## config.mk

```make
export PLATFORM = sky130hd
export DESIGN_NAME = inst_enc
export DESIGN_NICKNAME = d
export VERILOG_FILES = /design/src/rtl/inst_enc.sv
export SDC_FILE = /design/constraint.sdc
export NUM_CORES = 1
export LEC_CHECK = 0
export ABC_AREA = 1
export BUFFER_PORTS_ARGS = -buffer_cell sky130_fd_sc_hd__buf_4
export CORE_MARGIN = 3
export CORE_UTILIZATION = 54
export CTS_CLUSTER_SIZE = 14
export DETAILED_ROUTE_END_ITERATION = 8
export PLACE_DENSITY_LB_ADDON = 0.25
export SLEW_MARGIN = 20
export SYNTH_ARGS = -nofsm -noshare
export SYNTH_HDL_FRONTEND = slang
export SYNTH_SLANG_ARGS = --single-unit
```

## constraint.sdc

```tcl
create_clock -name clock -period 3.5 [get_ports clock]
set_input_delay 0.7 -clock clock [delete_from_list [all_inputs] [get_ports clock]]
set_output_delay 0.7 -clock clock [all_outputs]
set_load 0.02 [all_outputs]
```

## src/rtl/inst_enc.sv

```systemverilog
// RV32I instruction encoder feeding a DEPTH-entry FIFO of {word, imem address, error flag}.
// Optional immediate range checking is enabled by defining ENC_RANGE_CHECK_EN.
module inst_enc #(
   parameter int          DEPTH     = 4,
   parameter logic [31:0] BASE_ADDR = 32'h0000_0000
) (
   input  logic                      clock,
   input  logic                      reset_n,
   input  logic                      flush,
   input  logic                      in_valid,
   output logic                      in_ready,
   input  logic [3:0]                in_type,
   input  logic [3:0]                in_alu_op,
   input  logic                      in_mem_sign,
   input  logic [4:0]                in_rd,
   input  logic [4:0]                in_rs1,
   input  logic [4:0]                in_rs2,
   input  logic [31:0]               in_imm,
   output logic                      out_valid,
   input  logic                      out_ready,
   output logic [31:0]               out_inst,
   output logic [31:0]               out_addr,
   output logic                      out_err,
   output logic [$clog2(DEPTH):0]    count
);

   localparam int AW = $clog2(DEPTH);
   localparam logic [AW:0] FULL = (AW+1)'(DEPTH);

   localparam logic [3:0] INST_ECALL      = 4'd0;
   localparam logic [3:0] INST_IMM        = 4'd1;
   localparam logic [3:0] INST_REG        = 4'd2;
   localparam logic [3:0] INST_LOAD_BYTE  = 4'd3;
   localparam logic [3:0] INST_LOAD_HALF  = 4'd4;
   localparam logic [3:0] INST_LOAD_WORD  = 4'd5;
   localparam logic [3:0] INST_STORE_BYTE = 4'd6;
   localparam logic [3:0] INST_STORE_HALF = 4'd7;
   localparam logic [3:0] INST_STORE      = 4'd8;
   localparam logic [3:0] INST_UPP        = 4'd9;
   localparam logic [3:0] INST_JUMP       = 4'd10;

   localparam logic [6:0] OPCODE_CALC_IMM = 7'b0010011;
   localparam logic [6:0] OPCODE_CALC_REG = 7'b0110011;
   localparam logic [6:0] OPCODE_LOAD     = 7'b0000011;
   localparam logic [6:0] OPCODE_STORE    = 7'b0100011;
   localparam logic [6:0] OPCODE_LUI      = 7'b0110111;
   localparam logic [6:0] OPCODE_JALR     = 7'b1100111;

`ifdef ENC_RANGE_CHECK_EN
   localparam logic RANGE_CHK = 1'b1;
`else
   localparam logic RANGE_CHK = 1'b0;
`endif

   typedef struct packed {
      logic [31:0] inst;
      logic [31:0] addr;
      logic        err;
   } entry_t;

   entry_t          mem [DEPTH];
   logic [AW-1:0]   wr_ptr, rd_ptr;
   logic [31:0]     addr_cnt;
   logic [31:0]     enc_inst;
   logic            enc_err, rng_err, i_bad;
   logic [2:0]      f3;
   logic [1:0]      size;
   logic            push, pop;

   assign f3    = in_alu_op[2:0];
   // I/S immediates are 12-bit signed: bits 31..11 must all match the sign.
   assign i_bad = ~((&in_imm[31:11]) | ~(|in_imm[31:11]));

   always_comb begin
      enc_inst = 32'h0000_0013;
      enc_err  = 1'b0;
      rng_err  = 1'b0;
      size     = 2'b10;
      case (in_type)
         INST_ECALL: enc_inst = 32'h0000_0073;
         INST_IMM: begin
            if (f3 == 3'b001 || f3 == 3'b101) begin
               enc_inst = {1'b0, in_alu_op[3] & f3[2], 5'b0, in_imm[4:0], in_rs1, f3, in_rd,
                           OPCODE_CALC_IMM};
               rng_err  = |in_imm[31:5];
            end else begin
               enc_inst = {in_imm[11:0], in_rs1, f3, in_rd, OPCODE_CALC_IMM};
               rng_err  = i_bad;
            end
         end
         INST_REG:
            enc_inst = {1'b0, in_alu_op[3], 5'b0, in_rs2, in_rs1, f3, in_rd, OPCODE_CALC_REG};
         INST_LOAD_BYTE, INST_LOAD_HALF, INST_LOAD_WORD: begin
            size     = (in_type == INST_LOAD_BYTE) ? 2'b00 :
                       (in_type == INST_LOAD_HALF) ? 2'b01 : 2'b10;
            // No LWU in RV32I: flag it and fall back to LW.
            enc_inst = {in_imm[11:0], in_rs1, ~in_mem_sign & ~size[1], size, in_rd, OPCODE_LOAD};
            enc_err  = size[1] & ~in_mem_sign;
            rng_err  = i_bad;
         end
         INST_STORE_BYTE, INST_STORE_HALF, INST_STORE: begin
            size     = (in_type == INST_STORE_BYTE) ? 2'b00 :
                       (in_type == INST_STORE_HALF) ? 2'b01 : 2'b10;
            enc_inst = {in_imm[11:5], in_rs2, in_rs1, 1'b0, size, in_imm[4:0], OPCODE_STORE};
            rng_err  = i_bad;
         end
         INST_UPP: begin
            enc_inst = {in_imm[31:12], in_rd, OPCODE_LUI};
            rng_err  = |in_imm[11:0];
         end
         INST_JUMP: begin
            enc_inst = {in_imm[11:0], in_rs1, 3'b000, in_rd, OPCODE_JALR};
            rng_err  = i_bad;
         end
         default: enc_err = 1'b1;
      endcase
      enc_err = enc_err | (RANGE_CHK & rng_err);
   end

   assign in_ready  = (count != FULL);
   assign out_valid = (count != '0);
   assign push      = in_valid & in_ready & ~flush;
   assign pop       = out_valid & out_ready & ~flush;

   assign out_inst  = mem[rd_ptr].inst;
   assign out_addr  = mem[rd_ptr].addr;
   assign out_err   = mem[rd_ptr].err;

   always_ff @(posedge clock or negedge reset_n) begin
      if (!reset_n) begin
         wr_ptr   <= '0;
         rd_ptr   <= '0;
         count    <= '0;
         addr_cnt <= BASE_ADDR;
         for (int i = 0; i < DEPTH; i++) mem[i] <= '{inst: 32'h0, addr: BASE_ADDR, err: 1'b0};
      end else if (flush) begin
         wr_ptr   <= '0;
         rd_ptr   <= '0;
         count    <= '0;
         addr_cnt <= BASE_ADDR;
      end else begin
         if (push) begin
            mem[wr_ptr] <= '{inst: enc_inst, addr: addr_cnt, err: enc_err};
            wr_ptr      <= wr_ptr + 1'b1;
            addr_cnt    <= addr_cnt + 32'd4;
         end
         if (pop) rd_ptr <= rd_ptr + 1'b1;
         case ({push, pop})
            2'b10:   count <= count + 1'b1;
            2'b01:   count <= count - 1'b1;
            default: count <= count;
         endcase
      end
   end

endmodule

```

## Word level (Yosys, flattened, before mapping)

Index checks and enable logic that the tools add are counted.

| storage, ports and cells | value |
|---|---|
| input port bits | 61 |
| flip-flop bits (word level) | 299 |

| operators by class | value |
|---|---|
| mux-type cells | 21 |
| order comparisons | 3 |
| reduce and logical (&&, ||, !) cells | 11 |
| equal/unequal tests | 15 |
| bitwise logic cells | 12 |
| $add $sub $neg | 5 |

Operators with widths:

| cell | count |
|---|---|
| bitwise mux 260 bit | 1 |
| one-hot mux 32 bit (7 select lines) | 1 |
| two-way mux 65 bit | 3 |
| binary-select mux 65 bit (select 2 bit) | 1 |
| demux 65 bit (select 2 bit) | 1 |
| two-way mux 32 bit | 3 |
| adder 32 x 3 -> 32 bit (second input constant) | 1 |
| == test 4 x 3 -> 1 bit (second input constant) | 4 |
| two-way mux 2 bit | 8 |
| == test 4 bit (second input constant) | 3 |
| == test 4 x 2 -> 1 bit (second input constant) | 2 |
| OR reduction 8 bit | 1 |
| bitwise AND 1 bit | 7 |
| greater-or-equal comparator 3 bit (second input constant) | 2 |
| NOT 2 -> 3 bit | 2 |
| one-hot mux 3 bit (2 select lines) | 1 |
| nonzero test 3 bit | 2 |
| OR reduction 3 bit | 2 |
| adder 2 x 1 -> 2 bit (second input constant) | 2 |
| == test 4 x 1 -> 1 bit (second input constant) | 1 |
| logical NOT 4 bit | 1 |
| nonzero test 2 bit | 2 |
| adder 3 x 1 -> 3 bit (second input constant) | 1 |
| == test 3 x 1 -> 1 bit (second input constant) | 1 |
| other kinds (12) | 14 |

## Depth between registers and ports, before layout

| depth | value |
|---|---|
| depth after elaboration | 7 |
| gate-level depth with buffers | 11 |
| mapped depth without buffers | 11 |

## Least setup slack after synthesis

Ideal clock, no wire load.

| timing | value |
|---|---|
| kind | register to output |
| start | reg rd_ptr[0] |
| end | out out_inst[1] |
| buffers on the path | 3 |
| setup slack | 1009 ps |
| stages on the path, launching flop included | 7 |
| data required time | 2800 ps |
| arrival time | 1791 ps |
| path through | dfrtp_1 -> inv_1 -> clkbuf_1 -> clkbuf_1 -> nor2_1 -> o22ai_1 -> buf_4 |

| between the ends | value |
|---|---|
| longest elaborated chain between the ends | 4 |

Ends and longest elaborated chain:

| what | RTL line | text |
|---|---|---|
| from (decl) | 62 | `logic [AW-1:0] wr_ptr, rd_ptr;` |
| from (signal assigned) | 147 | `if (pop) rd_ptr <= rd_ptr + 1'b1;` |
| NOT 2 -> 3 bit (implied by the code) | 125 | `assign out_inst = mem[rd_ptr].inst;` |
| binary-select mux 65 bit (select 2 bit) | 125 |  |
| two-way mux 65 bit (2 in series) | - |  |
| to (decl) | 21 | `output logic [31:0] out_inst,` |

Every way passes these cells. The select of a mux whose other input is x is not followed.

## Worst setup path in the final report

| timing | value |
|---|---|
| start | reg rd_ptr[1] |
| end | out out_err |

| between the ends | value |
|---|---|
| longest elaborated chain between the ends | 4 |

Ends and longest elaborated chain:

| what | RTL line | text |
|---|---|---|
| NOT 2 -> 3 bit (implied by the code) | 127 | `assign out_err = mem[rd_ptr].err;` |
| binary-select mux 65 bit (select 2 bit) | 127 |  |
| two-way mux 65 bit (implied by the code) (2 in series) | 127 |  |
| to (decl) | 23 | `output logic out_err,` |

Every way passes these cells. The select of a mux whose other input is x is not followed.

==> reports/metrics.cfg <==
[place]
hpwl_um = 21500
port_buffers = 127
finalWeightedCongestion = 0.900
pre_cts_ws_ns = 0.952
dpl_cell_area_um2 = 14500

[cts]
clk_latency_ns = 0.54
cts_resized = 0
post_cts_buffers = 0
hold_buffers = 0
cts.sinks = 281
cts_root_buf = clkbuf_16
cts_tree = yes
cts-htree-levels = 1
clockBufferDepth = 3
clk_pin_slew_worst_paths_ns = 0.06
cts_buffers = 31

[timing]
fin_crit_sh_pct = 90.5
max_slew_margin_pct = 30.8
setup_viol = 0
fin_worst_skew_ns = 0.00854
fin_ws_ns = 0.332
hold_violations = 0
final_max_slew_viol_count = 0
grt_setup_unrepaired = no
max_freq_mhz = 316
tightest_slew_ns = 1.04
timing.final.crit_period_ns = 3.17
tns_ns = 0

[setup_path]
reg2reg_slack_ns = 1.06
cpMaxStageDelayCell = dfrtp_2
timing.rr.start = count[0]$_DFFE_PN0P_
crit_top_cell = buf_4
worst-setup-path-type = reg -> out
crit_arrival_ns = 2.47
crit_required_ns = 2.80
worstPathMaxFanout = 28
end_kind = output port
crit_chain = inv_2, buf_4, o21ai_0, o22ai_1, buf_4
setup.worst_path.start_class = flip-flop
crit_path_max_incr_delay_ns = 0.61
reg2reg_to = mem[114]$_DFFE_PN0P_
rr_worst_depth = 8

[route]
via_per_inst = 5.56
wl_per_cell_um = 16.3
wirelength_um = 34900
drcViolationCount = 0
first_iter_violations = 1207
ant_nets = 0
vias = 11927
dr.pass1.iters = 6

[layout]
diodes = 0
synthToLayoutAreaGrowth_pct = 15.2
drive_gt1_share_pct = 11.7
design_area_um2 = 15500
layout.nets = 1865
utilization_pct = 63.5

[grt]
grt_pass1_vias = 11305
grt_max_degree = 99
grt_pass1_wl_um = 57400
overflow = 0
antenna_found_initial = 0
grt.total_usage_pct = 26.1

[synthesis]
netlist_instances = 1718
synth-main-ff-cell = dfrtp_1
netlist_area_um2 = 13400
async_reset_ff_share_pct = 100
synth_edf_count = 0
synth_top_cell_by_area = dfrtp_1
ys_ff_latch = 281
netlist_top_cells_count = 607 x nand2_1, 284 x o21ai_0, 281 x dfrtp_1
yosysMostFrequentCell = nand2_1
postSynthAreaPerCell_um2 = 7.83
synth.distinct_cells = 36
yosysSeqAreaShare_pct = 52.3
synth_top_area_share_pct = 52.3
yosysWarnings = 0
ys_top_cells_by_area = dfrtp_1 52%, nand2_1 17%, o21ai_0 11%

[power_and_ir_drop]
pwr_density_cell_nw_per_um2 = 688
p_switching_w = 0.00368
pwr-share-clk_pct = 30.0
finalPower_w = 0.0107
p_int_w = 0.00697
seqPwrFrac_pct = 39.0
combPwrFrac_pct = 31.0
ir_drop_uv = 487
swShare_pct = 34.5
p_leak_nw = 7.64

[job]
maxCapViolations = 0

[die]
die-area_um2 = 26800
row_count = 57
fp.dieW_um = 164
coreArea_um2 = 24400
die_y_um = 164
start_util_pct = 55.1
pin_count = 131

[min_path]
hold_path_class = in -> async

[status]
outcome = complete, no violations

-- worst max-delay path, delay by kind of cell, from the launching register on --
| kind | cells | cell delay [ns] |
|---|---|---|
| buffers and inverters | 3 | 0.88 |
| flip-flops | 1 | 0.61 |
| AO/OA/AOI/OAI | 2 | 0.41 |
-- metrics by stage --
step / hold slack, ns / std cells
4_1_cts: 0.185 / 2145
6_report: 0.162 / 2145
5_1_grt: 0.204 / 2145
3_5_place_dp: 0.451 / 2089
2_1_floorplan: 0.404 / 1720
3_3_place_gp: 0.450 / 2089
-- layout make-up --
class	count	area [um2]
clock buffers	47	876
clock inverters	9	126
fillers	2113	8900
inverters	76	302
multi-input cells	1267	5620
flip-flops and latches	281	7040
well taps	324	405
repair buffers	141	1130
-- placed cells by master, fill, tap and decap left out, types with 4 or more instances in the layout --
master,synthesis,final
clkbuf_1,49,12
o22ai_1,62,62
o21ai_1,18,18
nand4_1,14,14
clkinv_2,0,5
nand3_1,28,28
nor2_8,5,5
clkbuf_16,0,31
or2_2,4,4
o21ai_0,284,284
inv_1,70,68
a21boi_0,5,5
ha_1,5,5
inv_4,4,4
buf_12,0,5
clkbuf_8,0,4
a21oi_1,17,17
dfrtp_1,281,279
nor2_1,195,195
nor2_2,4,4
buf_4,5,135
nand2_1,607,607
-- power by group through the flow --
stage | Clock [W] | Sequential (W) | Combinational [W]
2_1_floorplan | 0 | 0.00413 | 0.00210
3_3_place_gp | 0 | 0.00418 | 0.00325
3_5_place_dp | 0 | 0.00419 | 0.00329
4_1_cts | 0.00325 | 0.00415 | 0.00331
5_1_grt | 0.00339 | 0.00422 | 0.00366
6_report | 0.00319 | 0.00416 | 0.00330
-- per-layer routing --
metal	wire length (um)	vias up	track usage, %
li1	-	5746	-
met1	15500	5693	37.2
met2	16100	427	42.5
met3	2590	61	4.29
met4	705	0	5.84
met5	0	-	0
-- flip-flops by register name, summed over array words and instances, names as in the netlist --
| signal | cells |
|---|---|
| rd_ptr | 2 |
| count | 3 |
| mem | 244 |
| addr_cnt | 30 |
| wr_ptr | 2 |
-- worst max path at each step --
stage | start | end | slack [ns] | cells after the start
global placement | rd_ptr[1]$_DFFE_PN0P_ | out_addr[4] | 0.94 | 5
CTS | rd_ptr[1]$_DFFE_PN0P_ | out_addr[4] | 0.37 | 5
finish | rd_ptr[1]$_DFFE_PN0P_ | out_err | 0.33 | 5
floorplan | rd_ptr[0]$_DFFE_PN0P_ | out_inst[1] | 1.01 | 6
global route | rd_ptr[1]$_DFFE_PN0P_ | out_err | 0.21 | 5
detailed placement | rd_ptr[1]$_DFFE_PN0P_ | out_err | 0.95 | 5
-- logic make-up (layout without fill, tap and decap cells) --
group | Yosys count | after routing | synth area share [%]
AND/OR/NAND/NOR | 866 | 866 | 25.7
AO/OA/AOI/OAI | 390 | 390 | 15.3
flip-flops | 281 | 281 | 52.3
buffers and inverters | 172 | 273 | 5.99
adder cells (fa/ha/maj) | 6 | 6 | 0.614
XOR/XNOR | 2 | 2 | 0.130
other | 1 | 3 | 0.0279
No activity file was read; power rests on OpenSTA's default activity.
